===== src/rtl/bist_pkg.sv =====
// Shared definitions for the BIST march controller and its datapath.
// Holds default widths, the march state encodings and the background helper.
package bist_pkg;

  localparam int BIST_ADDR_W = 8;
  localparam int BIST_DATA_W = 8;

  // March element encodings; the controller branches on these and the
  // datapath only needs them for debug visibility.
  typedef enum logic [2:0] {
    STANDBY    = 3'b001,
    WRITE_UP   = 3'b010,
    READ_DOWN  = 3'b011,
    WRITE_DOWN = 3'b100,
    READ_UP    = 3'b101
  } march_state_e;

  // Replicates the background bit across a default-width memory word.
  function automatic logic [BIST_DATA_W-1:0] exp_word(input logic data_bit);
    return {BIST_DATA_W{data_bit}};
  endfunction

endpackage


===== src/rtl/bist_addr_cnt.sv =====
// Address counter for the memory under test, with terminal count c_out.
// Counts over 0..DEPTH-1 and wraps in both directions.
module bist_addr_cnt
  import bist_pkg::*;
#(
  parameter int ADDR_W = BIST_ADDR_W,
  parameter int DEPTH  = 256
) (
  input  logic              clk,
  input  logic              rst_n,
  input  logic              enable,
  input  logic              up_down,
  input  logic              rst_adr,
  input  logic              pr_res_adr,
  output logic [ADDR_W-1:0] addr,
  output logic              c_out
);

  localparam logic [ADDR_W-1:0] LAST = ADDR_W'(DEPTH - 1);

  logic [ADDR_W-1:0] addr_q;
  logic [ADDR_W-1:0] addr_d;

  // Next address: rst_adr beats pr_res_adr beats counting; wrap is explicit
  // because DEPTH need not be a power of two.
  always_comb begin
    addr_d = addr_q;
    if (rst_adr) begin
      addr_d = '0;
    end else if (pr_res_adr) begin
      addr_d = LAST;
    end else if (enable) begin
      if (up_down) begin
        addr_d = (addr_q == LAST) ? '0 : addr_q + ADDR_W'(1);
      end else begin
        addr_d = (addr_q == '0) ? LAST : addr_q - ADDR_W'(1);
      end
    end
  end

  // Address register.
  always_ff @(posedge clk or negedge rst_n) begin
    if (!rst_n) begin
      addr_q <= '0;
    end else begin
      addr_q <= addr_d;
    end
  end

  assign addr  = addr_q;
  // Combinational so the controller can leave an element in the same cycle.
  assign c_out = enable & (up_down ? (addr_q == LAST) : (addr_q == '0));

endmodule


===== src/rtl/bist_march_datapath.sv =====
// BIST march datapath: address counter, memory port, read-compare pipeline
// and optional fail log. Define BIST_FAIL_LOG_EN to add log_clr, fail_addr
// and fail_cnt.
module bist_march_datapath
  import bist_pkg::*;
#(
  parameter int ADDR_W = BIST_ADDR_W,
  parameter int DEPTH  = 256,
  parameter int DATA_W = BIST_DATA_W,
  parameter int RD_LAT = 1,
  parameter int CNT_W  = 8
) (
  input  logic              clk,
  input  logic              rst_n,
  input  logic              enable,
  input  logic              up_down,
  input  logic              rst_adr,
  input  logic              pr_res_adr,
  input  logic              wr_en,
  input  logic              read_en,
  input  logic              data_bit,
  output logic              c_out,
  output logic              error,
  output logic [ADDR_W-1:0] mem_addr,
  output logic              mem_we,
  output logic              mem_re,
  output logic [DATA_W-1:0] mem_wdata,
  input  logic [DATA_W-1:0] mem_rdata
`ifdef BIST_FAIL_LOG_EN
  ,
  input  logic              log_clr,
  output logic [ADDR_W-1:0] fail_addr,
  output logic [CNT_W-1:0]  fail_cnt
`endif
);

  logic [ADDR_W-1:0] addr;

  bist_addr_cnt #(
    .ADDR_W(ADDR_W),
    .DEPTH (DEPTH)
  ) u_addr_cnt (
    .clk       (clk),
    .rst_n     (rst_n),
    .enable    (enable),
    .up_down   (up_down),
    .rst_adr   (rst_adr),
    .pr_res_adr(pr_res_adr),
    .addr      (addr),
    .c_out     (c_out)
  );

  assign mem_addr  = addr;
  assign mem_we    = wr_en;
  assign mem_re    = read_en;
  assign mem_wdata = {DATA_W{data_bit}};

  logic [RD_LAT-1:0] pv_q;
  logic [RD_LAT-1:0] pv_d;
  logic [RD_LAT-1:0] pe_q;
  logic [RD_LAT-1:0] pe_d;
  logic              error_q;
  logic              error_d;
  logic              mis;

  // Shift the read request and its expected background along with the
  // memory latency so the compare lines up with the returned data.
  always_comb begin
    pv_d    = pv_q;
    pe_d    = pe_q;
    pv_d[0] = read_en;
    pe_d[0] = data_bit;
    for (int i = 1; i < RD_LAT; i++) begin
      pv_d[i] = pv_q[i-1];
      pe_d[i] = pe_q[i-1];
    end
  end

  // Compare at the last stage; the error pulse is registered for one cycle.
  always_comb begin
    mis     = pv_q[RD_LAT-1] & (mem_rdata != {DATA_W{pe_q[RD_LAT-1]}});
    error_d = mis;
  end

  // Compare pipeline and error registers; reset discards in-flight reads.
  always_ff @(posedge clk or negedge rst_n) begin
    if (!rst_n) begin
      pv_q    <= '0;
      pe_q    <= '0;
      error_q <= 1'b0;
    end else begin
      pv_q    <= pv_d;
      pe_q    <= pe_d;
      error_q <= error_d;
    end
  end

  assign error = error_q;

`ifdef BIST_FAIL_LOG_EN
  logic [RD_LAT-1:0][ADDR_W-1:0] pa_q;
  logic [RD_LAT-1:0][ADDR_W-1:0] pa_d;
  logic [ADDR_W-1:0]             fa_q;
  logic [ADDR_W-1:0]             fa_d;
  logic [CNT_W-1:0]              fc_q;
  logic [CNT_W-1:0]              fc_d;

  // Carry the read address down the pipeline so a failure can be located.
  always_comb begin
    pa_d    = pa_q;
    pa_d[0] = addr;
    for (int i = 1; i < RD_LAT; i++) begin
      pa_d[i] = pa_q[i-1];
    end
  end

  // Fail log: clear wins, first failing address sticks, count saturates.
  always_comb begin
    fa_d = fa_q;
    fc_d = fc_q;
    if (log_clr) begin
      fa_d = '0;
      fc_d = '0;
    end else if (mis) begin
      if (fc_q == '0) begin
        fa_d = pa_q[RD_LAT-1];
      end
      if (fc_q != '1) begin
        fc_d = fc_q + CNT_W'(1);
      end
    end
  end

  // Fail log and address pipeline registers.
  always_ff @(posedge clk or negedge rst_n) begin
    if (!rst_n) begin
      pa_q <= '0;
      fa_q <= '0;
      fc_q <= '0;
    end else begin
      pa_q <= pa_d;
      fa_q <= fa_d;
      fc_q <= fc_d;
    end
  end

  assign fail_addr = fa_q;
  assign fail_cnt  = fc_q;
`endif

endmodule

===== config.mk =====
export PLATFORM = sky130hd
export DESIGN_NAME = bist_march_datapath
export DESIGN_NICKNAME = d
export VERILOG_FILES = /design/src/rtl/bist_pkg.sv /design/src/rtl/bist_addr_cnt.sv /design/src/rtl/bist_march_datapath.sv
export SDC_FILE = /design/constraint.sdc
export NUM_CORES = 1
export LEC_CHECK = 0
export ABC_AREA = 1
export ABC_CLOCK_PERIOD_IN_PS = 1800
export BUFFER_PORTS_ARGS = -buffer_cell sky130_fd_sc_hd__clkbuf_2
export CAP_MARGIN = 15
export CORE_ASPECT_RATIO = 1.25
export CORE_MARGIN = 2
export CORE_UTILIZATION = 48
export CTS_CLUSTER_DIAMETER = 60
export DETAILED_ROUTE_END_ITERATION = 10
export PLACE_DENSITY = 0.78
export SETUP_SLACK_MARGIN = 0.2
export SLEW_MARGIN = 20
export SYNTH_ARGS = -nofsm -noshare
export SYNTH_HDL_FRONTEND = slang
export SYNTH_SLANG_ARGS = --single-unit

===== constraint.sdc =====
create_clock -name clk -period 1.8 [get_ports clk]
set_input_delay 0.18 -clock clk [delete_from_list [all_inputs] [get_ports clk]]
set_output_delay 0.18 -clock clk [all_outputs]
set_load 0.05 [all_outputs]

Word-level counts from Yosys, hierarchy flattened
Cells that the tools add are included.
Widths: inputs -> output; s select.
{"block": "word_totals", "elab_cells": 19, "inputBits": 17, "output_inout_bits": 20, "ff_bits": 11}
{"block": "op_classes", "bitwise": 2, "n_reduce_logical": 2, "eq_ne": 2, "muxes": 7, "addsub": 2}
{"cell": "$mux 8", "count": 6}
{"cell": "$add 8x1->8 const B", "count": 1}
{"cell": "$eq 8x8->1 const B", "count": 1}
{"cell": "$logic_not 8->1", "count": 1}
{"cell": "$ne 8x8->1", "count": 1}
{"cell": "$sub 8x1->8 const B", "count": 1}
{"cell": "$reduce_bool 3->1", "count": 1}
{"cell": "$and 1x1->1", "count": 2}
{"cell": "$mux 1", "count": 1}

Depth between registers and ports, before layout
{"block": "depth", "depth_word": 6, "ltp_mapped": 11, "mapped_depth_nobuf": 10}

Cells and area by module
Synthesis repeated with hierarchy kept, for this count alone.
{"block": "hier_totals", "cells_unflattened": 159, "hier_area_um2": 1022.2}
{"module": "bist_addr_cnt", "instances": 1, "seq_area_each_um2": 200.2, "area_each_um2": 802.0, "cells_each": 128}
{"module": "bist_march_datapath", "instances": 1, "seq_area_each_um2": 75.1, "area_each_um2": 220.2, "cells_each": 31}

Worst setup path before layout
Ideal clock, no wire load.
{"block": "synth_timing", "kind": "register to output", "from": "register u_addr_cnt.addr_q[1] (netlist: u_addr_cnt.addr[1])", "to": "output port c_out", "path_stages_with_launch": 8, "t_arrival_ns": 2.048, "required_ns": 1.620, "slack_ns": -0.428, "path_buffers": 0, "path_cell_list": "dfrtp_1 -> ha_1 -> inv_1 -> nor2_1 -> nand2_1 -> nand2_1 -> nand2_1 -> a21oi_1"}
{"block": "synth_between", "elab_chain_len": 3, "word_cells_on_any_way": 4, "cone_classes": "eq/ne (1); mux (1); bitwise (1); reduce/logical (1)"}
{"element": "from (decl)", "line": "bist_addr_cnt.sv:21", "source": "logic [ADDR_W-1:0] addr_q;"}
{"element": "from (signal assigned)", "line": "bist_addr_cnt.sv:46", "source": "addr_q <= addr_d;"}
{"element": "$eq 8x8->1 or $logic_not 8->1 (tied branches)", "line": "bist_addr_cnt.sv:52", "source": "assign c_out = enable & (up_down ? (addr_q == LAST) : (addr_q == '0));"}
{"element": "$mux 1 (*)", "line": "bist_addr_cnt.sv:52"}
{"element": "$and 1x1->1 (*)", "line": "bist_addr_cnt.sv:52"}
{"element": "to (decl)", "line": "bist_march_datapath.sv:22", "source": "output logic c_out,"}
Every way passes the cells marked *; elsewhere a longest branch is shown, timed or not.

Final worst setup path
{"block": "layout_timing", "from": "register u_addr_cnt.addr_q[5] (netlist: u_addr_cnt.addr[5])", "to": "output port c_out"}
The elaborated chain is that of the path after synthesis.

==> impl_metrics.py <==
metrics = {
    "outcome": {
        "status": "finished, final reports clean",
    },
    "synthesis": {
        "avgSynthCellArea_um2": 6.526,
        "netlist_area_um2": 998.5,
        "yosysUniqueCellTypes": 26,
        "ys_seq_elements": 11,
        "yosysSeqAreaShare": 0.2757,
        "synth_nets": 173,
        "yosysWarningCount": 0,
        "postSynthCellCount": 153,
    },
    "finish": {
        "drive_gt1_frac": 0.4247,
        "synthToLayoutAreaGrowth_pct": 30.33,
        "antenna_cells": 0,
        "layout.nets": 207,
        "fillers": 162,
    },
    "worst_setup_path": {
        "cp_data_arrival_time_ns": 1.51,
        "worstSetupPathType": "reg2out",
        "cp-start-kind": "flop",
        "crit_top_cell": "nand2_2",
        "path_buf_inv": 1,
        "cp_slowest_stage_delay_ns": 0.49,
        "cp_top_family": "flip-flops",
        "cp_cell_sequence": "nand2_1 -> nor2_1 -> nand2_2 -> nand2_2 -> nand2_2 -> a21oi_4 -> buf_8",
        "cpMaxStageDelayCell": "dfrtp_2",
        "cp_max_fo": 11,
        "cp_data_required_time_ns": 1.62,
        "endpoint_kind": "output port",
    },
    "timing": {
        "finalCritPeriodShare": 0.9380,
        "finalSetupTns_ns": 0,
        "slew_viol_final": 0,
        "hold_violations": 0,
        "fin_worst_skew_ns": 0.0007191,
        "slew_headroom": 0.7014,
        "whs_ns": 0.01519,
        "grt_setup_unrepaired": "true",
        "period_minus_slack_ns": 1.688,
        "finalWorstSetupSlack_ns": 0.1115,
        "worst_slew_pin_slew_ns": 0.4473,
        "fmax_ghz": 0.5923,
        "setup_viol": 0,
    },
    "floorplan": {
        "die_y_um": 54.99,
        "coreArea_um2": 1982,
        "initial_core_util": 0.5038,
        "std_cell_rows": 18,
        "die_x_um": 44.80,
        "die_area_um2": 2463,
        "io_pins": 37,
    },
    "global_routing": {
        "overflow": 0,
        "grt_pass1_wl_um": 4133,
        "antenna_found_initial": 0,
        "grt_pass1_vias": 982,
        "grt_usage": 0.2326,
        "grt_max_degree": 12,
    },
    "routing": {
        "routed_wl_um": 2663,
        "num_vias": 1145,
        "ant_nets": 0,
        "avgRoutedWirePerCell_um": 12.93,
        "route.detailed.drc": 0,
        "via_per_inst": 5.558,
        "dr.pass1.iters": 4,
        "drtIter0Drc": 45,
    },
    "job": {
        "maxCapViolations": 0,
    },
    "pwr": {
        "ir_drop_uv": 591.6,
        "power_density_nw_per_um2": 710.2,
        "p_comb_frac": 0.460,
        "p_clk_frac": 0.194,
        "power_switching_w": 0.0004297,
        "switching_share": 0.4650,
        "p_seq_frac": 0.346,
        "power_w": 0.0009242,
        "intPower_w": 0.0004945,
        "p_leak_nw": 0.6315,
    },
    "placed_design": {
        "place_ws_ns": 0.2003,
        "numPortBuffers": 34,
        "gp_congestion": 0.9226,
        "hpwl_um": 1940,
    },
    "cts": {
        "path_clk_slew_ns": 0.07,
        "cts_tree": "yes",
        "htree_levels": 1,
        "cts-buffers-inserted": 3,
        "clock-sinks": 11,
        "insertion_delay_ns": 0.28,
        "root_buffer": "clkbuf_4",
        "clock_path_buffers": 2,
    },
    "worst_hold_path": {
        "min-delay-path-class": "in2reg",
    },
}
## repair_timing
item / in CTS / in global routing
setup buffers: 6 / 1
pin swaps: 4 / 7
hold buffers: 1 / 0
hold endpoints to repair: 11 / 0
endpoints found under the setup margin: 1 / 6
resized for setup: 6 / 16
## synth_stat cells
master,n,area [um2]
inv_1,14,52.55
inv_2,3,11.26
nor2_2,4,25.02
o22ai_1,1,6.260
o21ai_0,9,45.04
xor2_1,2,17.52
clkbuf_8,1,13.76
nand4_1,1,6.260
o21ai_1,3,15.01
nor4_1,1,6.260
a31oi_1,1,6.260
nor2_1,12,45.04
a21oi_1,3,15.01
nand2_2,2,12.51
nand2_1,47,176.4
a21oi_4,1,16.27
nand3_1,17,85.08
clkbuf_2,1,5.000
buf_4,10,75.07
nor3_2,1,10.01
dfrtp_1,11,275.3
ha_1,3,37.54
nor2_4,1,11.26
o31ai_1,1,7.510
buf_6,1,11.26
nor3_1,2,10.01
## cells by family after synthesis
logic type      share of synthesized area
simple gates                       0.3885
buf+inv                            0.1692
compound gates                     0.1115
flops                              0.2757
fa+ha+maj                         0.03760
xor+xnor                          0.01755
## state kept, by name, summed over array words and instances, names as in the netlist
signal,flops
pv_q,1
error,1
pe_q,1
u_addr_cnt.addr,8
## final timing paths
| check | startpoint | to | slack (ns) | cells past startpoint |
|---|---|---|---|---|
| max in group asynchronous | rst_n | u_addr_cnt.addr[3] | 1.25 | 2 |
| worst min register to register | pv_q | error | 0.50 | 2 |
| worst max-delay path | u_addr_cnt.addr[5] | c_out | 0.11 | 7 |
| worst max register to register | u_addr_cnt.addr[1] | u_addr_cnt.addr[2] | 0.18 | 10 |
| worst min-delay path | read_en | pv_q | 0.02 | 1 |
| min in group asynchronous | rst_n | pv_q | 0.31 | 2 |
## power groups by stage
| stage | Sequential [W] | Clock (W) | Combinational [W] |
|---|---|---|---|
| finish | 0.000320 | 0.000179 | 0.000425 |
| global route | 0.000325 | 0.000190 | 0.000459 |
| CTS | 0.000315 | 0.000178 | 0.000393 |
| detailed placement | 0.000321 | 0 | 0.000365 |
| global placement | 0.000319 | 0 | 0.000358 |
| floorplan | 0.000380 | 0 | 0.000238 |
## worst reg2reg max path, stage by stage (launching register included)
cell and delay [ns]:
dfrtp_2 0.42, inv_2 0.07, ha_4 0.17, nand3_4 0.08, nor2_4 0.04, buf_4 0.13, buf_6 0.11, o21ai_0 0.23
nand3_1 0.11, nand2_1 0.06, o21ai_0 0.08
## layout make-up
cell class,instances,area [um2],area share
clock buffers,4,26.28,0.02019
inverters,17,66.31,0.05096
multi-input cells,112,648.1,0.4981
flip-flops and latches,11,285.3,0.2192
well taps,20,25.02,0.01923
repair buffers,42,250.2,0.1923
## per-layer routing
layer	vias to the layer above	share of wire	track usage
li1	548	-	-
met1	506	0.39	0.2660
met2	76	0.48	0.4082
met3	15	0.081	0.02922
met4	0	0.043	0.1471
met5	-	0	0
## cells in the final DEF, fill, tap and decap left out, types with 2 or more instances in the layout
cell | netlist | routed
dfrtp_1 | 11 | 3
nor2_1 | 12 | 10
nor3_1 | 2 | 2
nor2_4 | 1 | 3
a21oi_4 | 1 | 2
nand2_1 | 47 | 44
clkbuf_4 | 0 | 3
nand3_2 | 0 | 2
buf_4 | 10 | 5
xor2_1 | 2 | 2
nand2_2 | 2 | 5
clkbuf_2 | 1 | 33
buf_6 | 1 | 2
inv_2 | 3 | 5
o21ai_1 | 3 | 5
ha_4 | 0 | 3
nor2_2 | 4 | 4
a21oi_1 | 3 | 2
inv_1 | 14 | 11
nand3_1 | 17 | 14
dfrtp_2 | 0 | 8
o21ai_0 | 9 | 7
## stage by stage
stage,cells,util,instance area (um2)
floorplan,153,-,1049
detailed placement,194,0.5701,1130
finish,206,0.6566,1301
CTS,205,0.6231,1235
global placement,194,0.5701,1130
global route,206,0.6566,1301
Power figures use the tool's default switching activity.
